<file path="src/rtl/ex_muldiv.sv">
// rtl/ex_muldiv.sv - iterative RV32M multiply/divide unit for the EX stage
// Shift-add multiply and restoring divide, one bit per cycle, one op in flight.
module ex_muldiv #(
   parameter int XLEN = 32
) (
   input  logic            clk,
   input  logic            rst,
   input  logic            flush,
   input  logic            start,
   input  logic [2:0]      funct3,
   input  logic [XLEN-1:0] opv1,
   input  logic [XLEN-1:0] opv2,
   input  logic [4:0]      waddr_i,
   input  logic            we_i,
   output logic            stallreq,
   output logic            done,
   output logic [XLEN-1:0] result,
   output logic [4:0]      waddr_o,
   output logic            we_o
);

   localparam int CW = $clog2(XLEN);
   localparam logic [XLEN-1:0] MIN_NEG = {1'b1, {(XLEN-1){1'b0}}};

   typedef enum logic [1:0] {
      S_IDLE,
      S_CALC,
      S_DONE
   } state_t;

   state_t state, state_nxt;

   logic [2:0]        op_q;
   logic [XLEN-1:0]   b_q;
   logic [2*XLEN-1:0] acc_q;
   logic [CW-1:0]     cnt_q;
   logic              neg_q;
   logic [4:0]        waddr_q;
   logic              we_q;
   logic [XLEN-1:0]   result_q;
   logic [4:0]        waddr_o_q;

   // Operand decode on the issuing instruction
   logic            in_div, signed1, signed2, s1, s2, neg_in;
   logic [XLEN-1:0] mag1, mag2;
   logic            div_zero, div_ovf, fast;
   logic [XLEN-1:0] fast_val;

   always_comb begin
      in_div  = funct3[2];
      signed1 = (funct3 == 3'b001) || (funct3 == 3'b010) ||
                (funct3 == 3'b100) || (funct3 == 3'b110);
      signed2 = (funct3 == 3'b001) || (funct3 == 3'b100) || (funct3 == 3'b110);
      s1      = signed1 & opv1[XLEN-1];
      s2      = signed2 & opv2[XLEN-1];
      mag1    = s1 ? -opv1 : opv1;
      mag2    = s2 ? -opv2 : opv2;
      if (in_div)
         neg_in = funct3[1] ? s1 : (s1 ^ s2);
      else
         neg_in = s1 ^ s2;
      div_zero = in_div && (opv2 == '0);
      div_ovf  = in_div && !funct3[0] && (opv1 == MIN_NEG) && (&opv2);
      fast     = div_zero || div_ovf;
      fast_val = '0;
      if (div_zero)
         fast_val = funct3[1] ? opv1 : '1;
      else if (div_ovf)
         fast_val = funct3[1] ? '0 : MIN_NEG;
   end

   // One iteration of either algorithm; acc holds {hi, lo}
   logic [XLEN:0]     mul_sum;
   logic [XLEN:0]     div_shift;
   logic [XLEN+1:0]   div_diff;
   logic [2*XLEN-1:0] acc_nxt;

   always_comb begin
      mul_sum   = {1'b0, acc_q[2*XLEN-1:XLEN]} + (acc_q[0] ? {1'b0, b_q} : '0);
      div_shift = {acc_q[2*XLEN-1:XLEN], acc_q[XLEN-1]};
      div_diff  = {1'b0, div_shift} - {2'b00, b_q};
      if (!op_q[2])
         acc_nxt = {mul_sum, acc_q[XLEN-1:1]};
      else if (div_diff[XLEN+1])
         acc_nxt = {div_shift[XLEN-1:0], acc_q[XLEN-2:0], 1'b0};
      else
         acc_nxt = {div_diff[XLEN-1:0], acc_q[XLEN-2:0], 1'b1};
   end

   logic [2*XLEN-1:0] prod_s;
   logic [XLEN-1:0]   quo, rem, calc_res;
   logic              last;

   always_comb begin
      prod_s = neg_q ? -acc_nxt : acc_nxt;
      quo    = acc_nxt[XLEN-1:0];
      rem    = acc_nxt[2*XLEN-1:XLEN];
      last   = (cnt_q == CW'(XLEN - 1));
      case (op_q)
         3'b000:                 calc_res = prod_s[XLEN-1:0];
         3'b001, 3'b010, 3'b011: calc_res = prod_s[2*XLEN-1:XLEN];
         3'b100, 3'b101:         calc_res = neg_q ? -quo : quo;
         default:                calc_res = neg_q ? -rem : rem;
      endcase
   end

   always_comb begin
      state_nxt = state;
      case (state)
         S_IDLE: if (start) state_nxt = fast ? S_DONE : S_CALC;
         S_CALC: if (last)  state_nxt = S_DONE;
         S_DONE: state_nxt = S_IDLE;
         default: state_nxt = S_IDLE;
      endcase
   end

   always_ff @(posedge clk) begin
      if (rst || flush) begin
         state     <= S_IDLE;
         op_q      <= '0;
         b_q       <= '0;
         acc_q     <= '0;
         cnt_q     <= '0;
         neg_q     <= 1'b0;
         waddr_q   <= '0;
         we_q      <= 1'b0;
         result_q  <= '0;
         waddr_o_q <= '0;
      end else begin
         state <= state_nxt;
         case (state)
            S_IDLE: begin
               if (start) begin
                  op_q    <= funct3;
                  waddr_q <= waddr_i;
                  we_q    <= we_i;
                  neg_q   <= neg_in;
                  cnt_q   <= '0;
                  b_q     <= in_div ? mag2 : mag1;
                  acc_q   <= {{XLEN{1'b0}}, (in_div ? mag1 : mag2)};
                  if (fast) begin
                     result_q  <= fast_val;
                     waddr_o_q <= waddr_i;
                  end
               end
            end
            S_CALC: begin
               acc_q <= acc_nxt;
               cnt_q <= cnt_q + 1'b1;
               if (last) begin
                  result_q  <= calc_res;
                  waddr_o_q <= waddr_q;
               end
            end
            default: ;
         endcase
      end
   end

   assign stallreq = !rst && !flush && (((state == S_IDLE) && start) || (state == S_CALC));
   assign done     = (state == S_DONE);
   assign we_o     = we_q && done;
   assign result   = result_q;
   assign waddr_o  = waddr_o_q;

endmodule

</file>
<file path="config.mk">
export PLATFORM = sky130hd
export DESIGN_NAME = ex_muldiv
export DESIGN_NICKNAME = d
export VERILOG_FILES = /design/src/rtl/ex_muldiv.sv
export SDC_FILE = /design/constraint.sdc
export NUM_CORES = 1
export LEC_CHECK = 0
export BUFFER_PORTS_ARGS = -buffer_cell sky130_fd_sc_hd__buf_2
export CORE_MARGIN = 1.5
export CORE_UTILIZATION = 40
export CTS_CLUSTER_SIZE = 20
export DETAILED_ROUTE_END_ITERATION = 10
export PLACE_DENSITY_LB_ADDON = 0.12
export SETUP_SLACK_MARGIN = 0.02
export SYNTH_ARGS = -nofsm -noshare
export SYNTH_HDL_FRONTEND = slang
export SYNTH_SLANG_ARGS = --single-unit
export TNS_END_PERCENT = 50
</file>
<file path="constraint.sdc">
create_clock -name clk -period 7.8 [get_ports clk]
set_input_delay 0.39 -clock clk [delete_from_list [all_inputs] [get_ports clk]]
set_output_delay 0.39 -clock clk [all_outputs]
set_load 0.05 [all_outputs]
</file>
==> results by group, run 1 <==
Timing
  – Slew Limit Fails: 0
  – Clock period minus final worst setup slack: 6.728 ns
  – Unrepaired setup endpoints after global routing: no
  – Worst slew margin relative to its limit: 22.02%
  – Final worst path period share: 86.25%
  – Final-report hold violation count: 0
  – Layout Skew: 0.01129 ns
  – Final worst setup slack: 1.072 ns
  – Slew at the pin closest to its max-slew limit: 1.163 ns
  – Max Freq: 148.6 MHz
  – Setup TNS: 0 ns
  – Final Setup Violations: 0

Die
  – Placement row count: 74
  – I/O pin total: 117
  – Total Die Area: 42520 sq um
  – Vertical die dimension: a little over 200 microns
  – Horizontal die dimension: 206.2 microns
  – Total core area: 40830 sq um
  – Effective utilization at floorplan: 40.45%

Synth
  – Portion of netlist area occupied by mux cells: 3.644%
  – Distinct cell type count of the synthesized netlist: 100
  – Area contributors post-synth: sky130_fd_sc_hd__dfxtp_1 18%, sky130_fd_sc_hd__a21oi_1 6.3%, sky130_fd_sc_hd__nand2_1 6.0%
  – Fraction of synthesized cell area in xor and xnor cells: 8.696%
  – Cell type contributing the most total cell area after synthesis: sky130_fd_sc_hd__dfxtp_1
  – Sequential fraction of the synthesis area: 18.18%
  – Post-synthesis instance area: approximately 17000 sq um
  – Compound-gate portion of the synthesized area: between 30% and 40%
  – Cell count after synthesis: between 2000 and 2500
  – FF+latch count, synth: 150
  – Post-Synth Adder-Cell Area: 5.621%
  – Number of nets produced by synthesis: ~2500
  – Share of Yosys cell area claimed by the top area cell type: 18.18%
  – Simple logic cell fraction of the synthesized area: ~27%
  – Async S/R FF share, synth: 0%
  – Synth warn: 0
  – Dominant combinational cell family by area after synthesis: compound AO/OA/AOI/OAI gates
  – Mean cell area of the mapped netlist: between 6 and 7 sq um
  – Predominant post-synthesis flop cell: sky130_fd_sc_hd__dfxtp_1
  – Number of enable flip-flop cells after synthesis: 0

GRT
  – Overall overflow remaining after global route: 0
  – Number of antenna violations at the first check in global routing: 1
  – Global-route usage over all layers: 34.38%
  – First-pass GRT wire length: 108700 microns
  – Largest net degree at the start of global routing: 78
  – Vias in the first global route: ~17000

Routing
  – Number of detailed-route iterations in the first pass: 6
  – Violation count after the first detailed-route iteration: 1803
  – Residual DRC: 0
  – Post-DR wirelength/cell: 25.09 microns
  – DRT Wirelength: 73590 microns
  – Post-route ant nets: 0
  – Via count: roughly 19000
  – Via density: 6.316

Final layout
  – Layout cells sized above 1: a little under an eighth
  – Synthesis-to-finish area growth: 9.083%
  – Final instance count without filler cells: 2933
  – Final core occ: 44.13%
  – Antenna Diode Count: 0
  – Post-layout net count: 2540

Power
  – Power density relative to cell area: 134.5 nW/um^2
  – Leakage dissipation: slightly below 7 nW
  – Peak supply drop: approximately 110 uV
  – Total Power Consumption: around 2.4 mW

Setup path
  – Worst Reg2Reg Path Length in Cells: 23
  – Most numerous cell on the critical path: sky130_fd_sc_hd__nor2_1
  – Cell type of the slowest stage on the worst timing path: sky130_fd_sc_hd__nor3_4
  – Reg2reg end: result[22]
  – Endpoint required time on the critical path: between 8 and 9 ns
  – Start of the worst register-to-register path: b_q[12]
  – Biggest fanout along the worst timing path: 15
  – Worst stage delay on the critical path: 0.66 ns
  – CP arrival: 7.03 ns
  – Cells along the critical path: inv_1 -> ha_1 -> a21oi_1 -> o21ai_1 -> or2_1 -> o311a_2 -> nor3_4 -> nor2_1 -> nor2_1 -> ha_1 -> nor3b_1 -> o221ai_1 -> or2_2 -> nor2_1 -> nand4_1 -> o21ai_0 -> nor2b_1 -> a41oi_1 -> nor2_1 -> nand2_1 -> xor2_1 -> a2111oi_0 -> nor4_1
  – Register-to-register setup slack: 1.07 ns
  – Kind of end point of the critical path: register
  – Worst setup path end: result[22]
  – Launching element of the worst setup path: b_q[12]
  – Startpoint type of the worst setup path: register
  – CP Class: register to register

Clock network
  – Clock-pin slew on the worst setup and hold paths: roughly 0.07 ns
  – Buffer cell driving the clock tree root: sky130_fd_sc_hd__clkbuf_16
  – CTS buffer count: 17
  – TritonCTS clock tree: yes
  – Total number of clock tree sinks: 150
  – Resized Gates After CTS: 0
  – CTS H-tree lvls: 4
  – Worst-skew pair later-pin latency: 0.46 ns
  – Buffers inserted during post-CTS setup optimization: 0
  – Count of hold-fix buffers inserted at cts: 0
  – Number of buffers between clock root and the deepest sink: 2

Hold path
  – Min-Delay Path Class: input pin to register

Place
  – Placement-stage worst setup slack: 1.243 ns
  – Count of port buffers added during placement: 116
  – DP Cell Count: roughly 2900
  – Placed wire-length estimate after detailed placement: roughly 57000 microns
  – RePlAce Congestion: 0.9404

Run status
  – Outcome: finished clean

Run
  – Number of maximum-capacitance violations: 0
report_power, final:
group          internal [mW]  switching [mW]
clock                  0.474           0.367
combinational          0.242           0.534
sequential             0.783          0.0232
worst min-delay path by stage:
stage / depth (start not counted) / start / slack, ns / to
2_1_floorplan: 2 / we_q / 0.43 / we_q
3_3_place_gp: 2 / we_q / 0.44 / we_q
3_5_place_dp: 2 / we_q / 0.44 / we_q
4_1_cts: 3 / we_i / 0.16 / we_q
5_1_grt: 3 / we_i / 0.16 / we_q
6_report: 3 / we_i / 0.16 / we_q
cells by family (layout without fill, tap and decap cells):
family / after synthesis / count (layout)
and+or+nand+nor: 930 / 930
AOI/OAI and AO/OA: 773 / 773
buffers and inverters: 229 / 254
xor gates and xnor gates: 164 / 164
DFF: 150 / 150
adders and majority gates: 73 / 73
muxes: 57 / 57
final cells by class:
| cell class | count | area [sq um] |
|---|---|---|
| flip-flops and latches | 150 | 3008 |
| repair buffers | 158 | 895.9 |
| multi-input cells | 1997 | 12640 |
| inverters | 66 | 247.7 |
| clock buffers | 21 | 450.4 |
| clock inverters | 9 | 106.4 |
| well taps | 532 | 665.6 |
| fillers | 4294 | 22810 |
cells in the mapped netlist (all sizes together) (17+ instances only):
library cell    n
xnor2          94
xor2           70
a31oi          63
nand2         264
dfxtp         150
mux2           22
o31ai          33
nor4           32
inv            65
nor2b          19
ha             71
a211oi         38
nor2          248
buf            39
clkbuf        124
mux2i          35
a21oi         212
o211ai         61
nand2b         17
o21ai         166
a21o           18
and3           20
nor3           75
o21a           31
and2           56
nand4          42
nand3          83
or3            18
per-stage QoR:
step,area (sq um),hold slack (ns)
detailed placement,17460,0.4439
global route,18020,0.1606
CTS,18020,0.1587
global placement,17460,0.4383
floorplan,16520,0.4317
finish,18020,0.1623
cells in the final DEF, fill, tap and decap left out, drive strengths merged, types with 65 or more instances in the layout:
cell and instances:
buf 158, inv 65, xnor2 94, dfxtp 150, nor2 248, nand3 83, xor2 70, nor3 75
o21ai 166, ha 71, a21oi 212, nand2 264
registers in the layout (all words and copies together), names as in the netlist:
name / flops
waddr_q: 5
waddr_o: 5
result: 32
cnt_q: 5
op_q: 3
we_q: 1
b_q: 32
state: 2
acc_q: 64
neg_q: 1
per-layer routing:
layer | vias up | routed length (microns) | global-route usage, %
met5 | - | 0 | 0
li1 | 8741 | - | -
met2 | 766 | 32610 | 53.51
met1 | 8876 | 32980 | 47.57
met4 | 0 | 3172 | 14.31
met3 | 142 | 4824 | 4.415
critical path, delay by kind of cell, from the launching register on:
family,cells,cell delay [ns]
compound gates,7,2.22
xor+xnor,1,0.16
fa+ha+maj,2,0.60
buf+inv,1,0.06
flops,1,0.36
simple gates,12,3.17
Note: power is estimated with default switching activity, not from simulation.
==> inputs of run 2 (changes only) <==
- BUFFER_PORTS_ARGS: -buffer_cell sky130_fd_sc_hd__buf_2 -> -buffer_cell sky130_fd_sc_hd__clkbuf_2
==> results by group, run 2 (synthesized netlist as in run 1, its figures left out) <==
Timing
  – Worst slew margin relative to its limit: 11.37% (-11 points)
  – Clock period minus final worst setup slack: 6.573 ns (-0.1540 ns)
  – Final-report hold violation count: 0 (unchanged)
  – Final Setup Violations: 0 (unchanged)
  – Unrepaired setup endpoints after global routing: no
  – Final worst path period share: 84.28% (-2.0 points)
  – Max Freq: 152.1 MHz (+2.3%)
  – Slew Limit Fails: 0 (unchanged)
  – Layout Skew: 0.01145 ns (+0.0001602 ns)
  – Setup TNS: 0 ns (unchanged)
  – Slew at the pin closest to its max-slew limit: 1.319 ns (+0.1565 ns)

Clock network
  – Number of buffers between clock root and the deepest sink: 2 (unchanged)
  – Buffers inserted during post-CTS setup optimization: 0 (unchanged)
  – CTS H-tree lvls: 4 (unchanged)
  – Worst-skew pair later-pin latency: 0.47 ns (about the same)
  – CTS buffer count: 17 (unchanged)
  – Total number of clock tree sinks: 150 (unchanged)
  – Buffer cell driving the clock tree root: sky130_fd_sc_hd__clkbuf_16
  – Resized Gates After CTS: 0 (unchanged)
  – Clock-pin slew on the worst setup and hold paths: 0.07 ns (about the same)
  – Count of hold-fix buffers inserted at cts: 0 (unchanged)
  – TritonCTS clock tree: yes

Setup path
  – CP arrival: 6.88 ns (-0.15 ns)
  – Endpoint required time on the critical path: 8.11 ns (about the same)
  – Family with the most delay on the worst path: simple AND/OR/NAND/NOR gates
  – Startpoint type of the worst setup path: register
  – CP Class: register to register
  – Most numerous cell on the critical path: sky130_fd_sc_hd__nor2_1
  – Worst Reg2Reg Path Length in Cells: 23 (unchanged)
  – Kind of end point of the critical path: register
  – Cell type of the slowest stage on the worst timing path: sky130_fd_sc_hd__nor3_4
  – Start of the worst register-to-register path: b_q[12]
  – Worst stage delay on the critical path: 0.63 ns (-0.03 ns)
  – Critical path buffers and inverters: 1 (unchanged)
  – Cells along the critical path: inv_1 -> ha_1 -> a21oi_1 -> o21ai_1 -> or2_1 -> o311a_2 -> nor3_4 -> nor2_1 -> nor2_1 -> ha_1 -> nor3b_1 -> o221ai_1 -> or2_2 -> nor2_1 -> nand4_1 -> o21ai_0 -> nor2b_1 -> a41oi_1 -> nor2_1 -> nand2_1 -> xor2_1 -> a2111oi_0 -> nor4_1
  – Reg2reg end: result[22]
  – Register-to-register setup slack: 1.23 ns (+0.15 ns)
  – Biggest fanout along the worst timing path: 15 (unchanged)

Routing
  – Number of detailed-route iterations in the first pass: 5 (-1)
  – Via count: 18550 (+0.15%)
  – DRT Wirelength: 74160 microns (+0.78%)
  – Violation count after the first detailed-route iteration: 1908 (+5.8%)
  – Via density: 6.312 (about the same)
  – Residual DRC: 0 (unchanged)
  – Post-route ant nets: 0 (unchanged)
  – Post-DR wirelength/cell: 25.23 microns (+0.58%)

Die
  – I/O pin total: 117 (unchanged)
  – Total Die Area: 42520 sq um (unchanged)
  – Effective utilization at floorplan: 40.45% (unchanged)
  – Horizontal die dimension: 206.2 microns (unchanged)
  – Placement row count: 74 (unchanged)
  – Vertical die dimension: 206.2 microns (unchanged)
  – Total core area: 40830 sq um (unchanged)

Place
  – Placed wire-length estimate after detailed placement: 58210 microns (+1.6%)
  – DP Cell Count: 2907 (+0.14%)
  – Count of port buffers added during placement: 116 (unchanged)
  – RePlAce Congestion: 0.9440 (+0.38%)

Hold path
  – Beginning of the worst hold path: we_i
  – Hold Path Cell Cnt: 3 (unchanged)
  – Capture endpoint of the worst hold path: we_q
  – Min-Delay Path Class: input pin to register

Power
  – Total Power Consumption: 2.525 mW (+4.2%)
  – Peak supply drop: 106.6 uV (-0.42%)
  – Leakage dissipation: 6.889 nW (+0.58%)
  – Power density relative to cell area: 139.3 nW/um^2 (+3.6%)

Final layout
  – Fill cell count: 4351 (+1.3%)
  – Layout cells sized above 1: 11.55% (+0.26 points)
  – Most common cell after layout, fill and taps aside: sky130_fd_sc_hd__nand2_1
  – Antenna Diode Count: 0 (unchanged)
  – Final instance count without filler cells: 2939 (+0.20%)
  – Synthesis-to-finish area growth: 9.795%
  – Flip-flop count of the largest register after layout: 64 (unchanged)
  – Post-layout net count: 2544 (+0.16%)
  – Register containing the most flip-flops in the final layout: acc_q
  – Commonest non-fill, non-tap cells in the layout: 263 x sky130_fd_sc_hd__nand2_1, 245 x sky130_fd_sc_hd__nor2_1, 206 x sky130_fd_sc_hd__a21oi_1

GRT
  – Global-route usage over all layers: 34.69% (+0.31 points)
  – Vias in the first global route: 17000 (+0.73%)
  – Largest net degree at the start of global routing: 79 (+1.3%)
  – First-pass GRT wire length: 109100 microns (+0.31%)
  – Number of antenna violations at the first check in global routing: 3 (+2)
  – Overall overflow remaining after global route: 0 (unchanged)

Run
  – Number of maximum-capacitance violations: 0 (unchanged)

Run status
  – Outcome: finished clean
## run 2: cell types whose count changed in the layout (fill, tap and decap cells not counted), sizes merged
cell	change
clkinvlp	-1
clkbuf	+117
bufinv	+2
buf	-112
## run 2: tightest hold or removal path, cell delays in order
cell                       delay (ns)
sky130_fd_sc_hd__clkbuf_2        0.08
sky130_fd_sc_hd__nand2_1         0.05
sky130_fd_sc_hd__a21oi_1         0.05
## run 2: through the flow
stage	utilization [%]	instance area, sq um	hold WS (ns)	setup slack [ns]
detailed placement	42.84	17490	0.4438	1.300
global route	44.41	18130	0.1723	0.5178
global placement	42.84	17490	0.4381	1.463
CTS	44.41	18130	0.1373	1.289
finish	44.41	18130	0.1511	1.227
floorplan	-	16520	0.4317	2.376
## run 2: final cells by class
type	count	area [sq um]	area share [%]
clock buffer	22	474.2	2.615
clock inverter	10	170.2	0.9383
inverter	66	247.7	1.366
multi-input combinational	1997	12640	69.72
sequential	150	3008	16.59
tap	532	665.6	3.670
timing repair buffer	162	925.9	5.106
## run 2: how the worst max path moves through the flow
stage / start / slack [ns] / endpoint / cells after the start
floorplan: op_q[2] / 2.38 / result[20] / 23
global placement: b_q[12] / 1.46 / result[22] / 23
detailed placement: b_q[12] / 1.30 / result[22] / 23
CTS: b_q[12] / 1.29 / result[22] / 23
global route: b_q[12] / 0.52 / result[22] / 23
finish: b_q[12] / 1.23 / result[22] / 23
## run 2: layer usage
| layer | vias to the layer above | global-route usage [%] | routed length (microns) |
|---|---|---|---|
| li1 | 8752 | - | - |
| met1 | 8869 | 47.37 | 32670 |
| met2 | 793 | 52.67 | 32180 |
| met3 | 138 | 5.503 | 5409 |
| met4 | 0 | 17.29 | 3898 |
| met5 | - | 0 | 0 |
## run 2: where the power goes
group          total, mW  switching [mW]  internal (mW)
combinational      0.777           0.535          0.242
sequential         0.807          0.0248          0.783
clock              0.941           0.378          0.563
total               2.53           0.938           1.59
==> inputs of run 3 (changes only) <==
- clock period: 7.8 -> 5.27 ns (I/O delays scaled with it)
==> results by group, run 3 (synthesized netlist as in run 1, its figures left out) <==
Run status
  – Outcome: finished clean

Power
  – Combinational fraction of design power: 33.4% (+2.6 points)
  – Power density relative to cell area: 194.7 nW/um^2 (+40%)
  – Peak supply drop: 130.0 uV (+22%)
  – Sw frac: 38.28% (+1.2 points)
  – Relative contribution of sequential cells to total power: 31.5% (-0.5 points)
  – Total Power Consumption: 3.786 mW (+50%)
  – Proportion of power drawn by the clock network: 35.1% (-2.2 points)
  – Internal Pwr Total: 2.337 mW (+47%)
  – Sw Pwr: 1.449 mW (+55%)
  – Leakage dissipation: 7.663 nW (+11%)

Hold path
  – Hold Path Cell Cnt: 3 (unchanged)
  – Min-Delay Path Class: input pin to register

Setup path
  – CP arrival: 5.36 ns (-1.52 ns)
  – CP Class: register to register
  – Startpoint type of the worst setup path: register
  – Worst Reg2Reg Path Length in Cells: 16 (-30%)
  – Biggest fanout along the worst timing path: 6 (-9)
  – Endpoint required time on the critical path: 5.58 ns (-2.53 ns)
  – Kind of end point of the critical path: register

Routing
  – Via count: 19150 (+3.2%)
  – Via density: 6.182 (-2.1%)
  – Residual DRC: 0 (unchanged)
  – Violation count after the first detailed-route iteration: 1894 (-0.73%)
  – Post-route ant nets: 0 (unchanged)
  – Post-DR wirelength/cell: 24.68 microns (-2.2%)
  – DRT Wirelength: 76430 microns (+3.1%)
  – Number of detailed-route iterations in the first pass: 6 (+1)

Timing
  – Final-report hold violation count: 0 (unchanged)
  – Setup TNS: 0 ns (unchanged)
  – Clock period minus final worst setup slack: 5.055 ns (-1.518 ns)
  – Final Setup Violations: 0 (unchanged)
  – Worst slew margin relative to its limit: 19.92% (+8.5 points)
  – Max Freq: 197.8 MHz (+30%)
  – Final worst path period share: 95.92% (+12 points)
  – Slew Limit Fails: 0 (unchanged)
  – Slew at the pin closest to its max-slew limit: 1.195 ns (-0.1246 ns)
  – Layout Skew: 0.01290 ns (+0.001449 ns)

Clock network
  – Number of buffers between clock root and the deepest sink: 2 (unchanged)
  – Clock-pin slew on the worst setup and hold paths: 0.07 ns (about the same)
  – Count of hold-fix buffers inserted at cts: 0 (unchanged)
  – Buffer cell driving the clock tree root: sky130_fd_sc_hd__clkbuf_16
  – Worst-skew pair later-pin latency: 0.47 ns (about the same)
  – Total number of clock tree sinks: 150 (unchanged)
  – TritonCTS clock tree: yes
  – CTS buffer count: 17 (unchanged)
  – CTS H-tree lvls: 4 (unchanged)

GRT
  – Largest net degree at the start of global routing: 85 (+7.6%)
  – Global-route usage over all layers: 35.38% (+0.69 points)
  – First-pass GRT wire length: 111800 microns (+2.5%)
  – Vias in the first global route: 17550 (+3.3%)
  – Overall overflow remaining after global route: 0 (unchanged)
  – Number of antenna violations at the first check in global routing: 3 (unchanged)

Place
  – Placed wire-length estimate after detailed placement: 60220 microns (+3.5%)
  – RePlAce Congestion: 0.9975 (+5.7%)
  – Count of port buffers added during placement: 116 (unchanged)
  – DP Cell Count: 3060 (+5.3%)

Final layout
  – Flip-flop count of the largest register after layout: 64 (unchanged)
  – Commonest non-fill, non-tap cells in the layout: 263 x sky130_fd_sc_hd__nand2_1, 243 x sky130_fd_sc_hd__nor2_1, 204 x sky130_fd_sc_hd__a21oi_1
  – Final instance count without filler cells: 3097 (+5.4%)
  – Synthesis-to-finish area growth: 17.73%
  – Layout cells sized above 1: 17.82% (+6.3 points)
  – Most common cell after layout, fill and taps aside: sky130_fd_sc_hd__nand2_1
  – Register containing the most flip-flops in the final layout: acc_q
  – Post-layout net count: 2701 (+6.2%)

Die
  – Vertical die dimension: 206.2 microns (unchanged)
  – Placement row count: 74 (unchanged)
  – Total Die Area: 42520 sq um (unchanged)
  – I/O pin total: 117 (unchanged)
  – Total core area: 40830 sq um (unchanged)
  – Effective utilization at floorplan: 40.45% (unchanged)
  – Horizontal die dimension: 206.2 microns (unchanged)

Run
  – Number of maximum-capacitance violations: 0 (unchanged)
## run 3: cell count changes in the layout (fill, tap and decap cells not counted), moves of 3 or more
cell / change
sky130_fd_sc_hd__buf_4: +157
sky130_fd_sc_hd__ha_1: -3
sky130_fd_sc_hd__inv_6: +5
sky130_fd_sc_hd__clkinv_4: -3
## run 3: power by group through the flow
stage          Combinational, mW  Sequential (mW)  Clock (mW)
3_5_place_dp                1.20             1.22           0
3_3_place_gp                1.20             1.21           0
2_1_floorplan              0.741             1.20           0
5_1_grt                     1.35             1.19        1.38
4_1_cts                     1.21             1.19        1.33
6_report                    1.26             1.19        1.33
## run 3: cell type report
type	count	area (sq um)
Fill cell	4217	21390
Multi-Input combinational cell	1997	12810
Sequential cell	150	3008
Timing Repair Buffer	319	2105
Tap cell	532	665.6
Clock buffer	20	466.7
Inverter	66	247.7
Clock inverter	12	140.1
Antenna cell	1	2.502
## run 3: critical path, cell delays in order (launching register included)
cell and delay (ns):
sky130_fd_sc_hd__dfxtp_1 0.34, sky130_fd_sc_hd__and2_1 0.16, sky130_fd_sc_hd__ha_1 0.23, sky130_fd_sc_hd__fa_1 0.44, sky130_fd_sc_hd__a211oi_1 0.30, sky130_fd_sc_hd__o21a_1 0.32, sky130_fd_sc_hd__a211o_1 0.22, sky130_fd_sc_hd__o21ai_0 0.18
sky130_fd_sc_hd__a211oi_1 0.40, sky130_fd_sc_hd__xor2_1 0.22, sky130_fd_sc_hd__a21boi_2 0.11, sky130_fd_sc_hd__or4_1 0.73, sky130_fd_sc_hd__o31ai_1 0.46, sky130_fd_sc_hd__nand2_1 0.11, sky130_fd_sc_hd__xor2_1 0.18, sky130_fd_sc_hd__a2111oi_2 0.38
sky130_fd_sc_hd__nor4_1 0.10
## run 3: final timing paths
kind                             start          to  slack (ns)
worst min-delay path              we_i        we_q        0.02
worst max register to register  b_q[0]  result[22]        0.21
worst max-delay path            b_q[0]  result[22]        0.21
worst min register to register    we_q        we_q        0.46
## run 3: through the flow
step / hold WS (ns) / setup WS [ns] / instance area (sq um) / utilization (%)
3_3_place_gp: 0.4410 / 0.04283 / 18640 / 45.65
5_1_grt: 0.03265 / -0.002172 / 19440 / 47.62
3_5_place_dp: 0.4453 / -0.09033 / 18640 / 45.65
2_1_floorplan: 0.3995 / 0.1292 / 16520 / -
4_1_cts: 0.006088 / 0.02312 / 19260 / 47.18
6_report: 0.01634 / 0.2149 / 19450 / 47.63
## run 3: routing by layer
layer  track usage [%]  vias up  share of wire (%)
li1                  -     9083                  -
met1             48.00     9173                 44
met2             55.49      747                 45
met3             4.967      142                6.5
met4             15.68        2                4.5
met5                 0        -              0.017
## run 3: what timing repair did
action,4_1_cts,5_1_grt
resized for setup,5,29
pin swaps,1,10
setup endpoints to repair,5,14
setup buffers,0,4
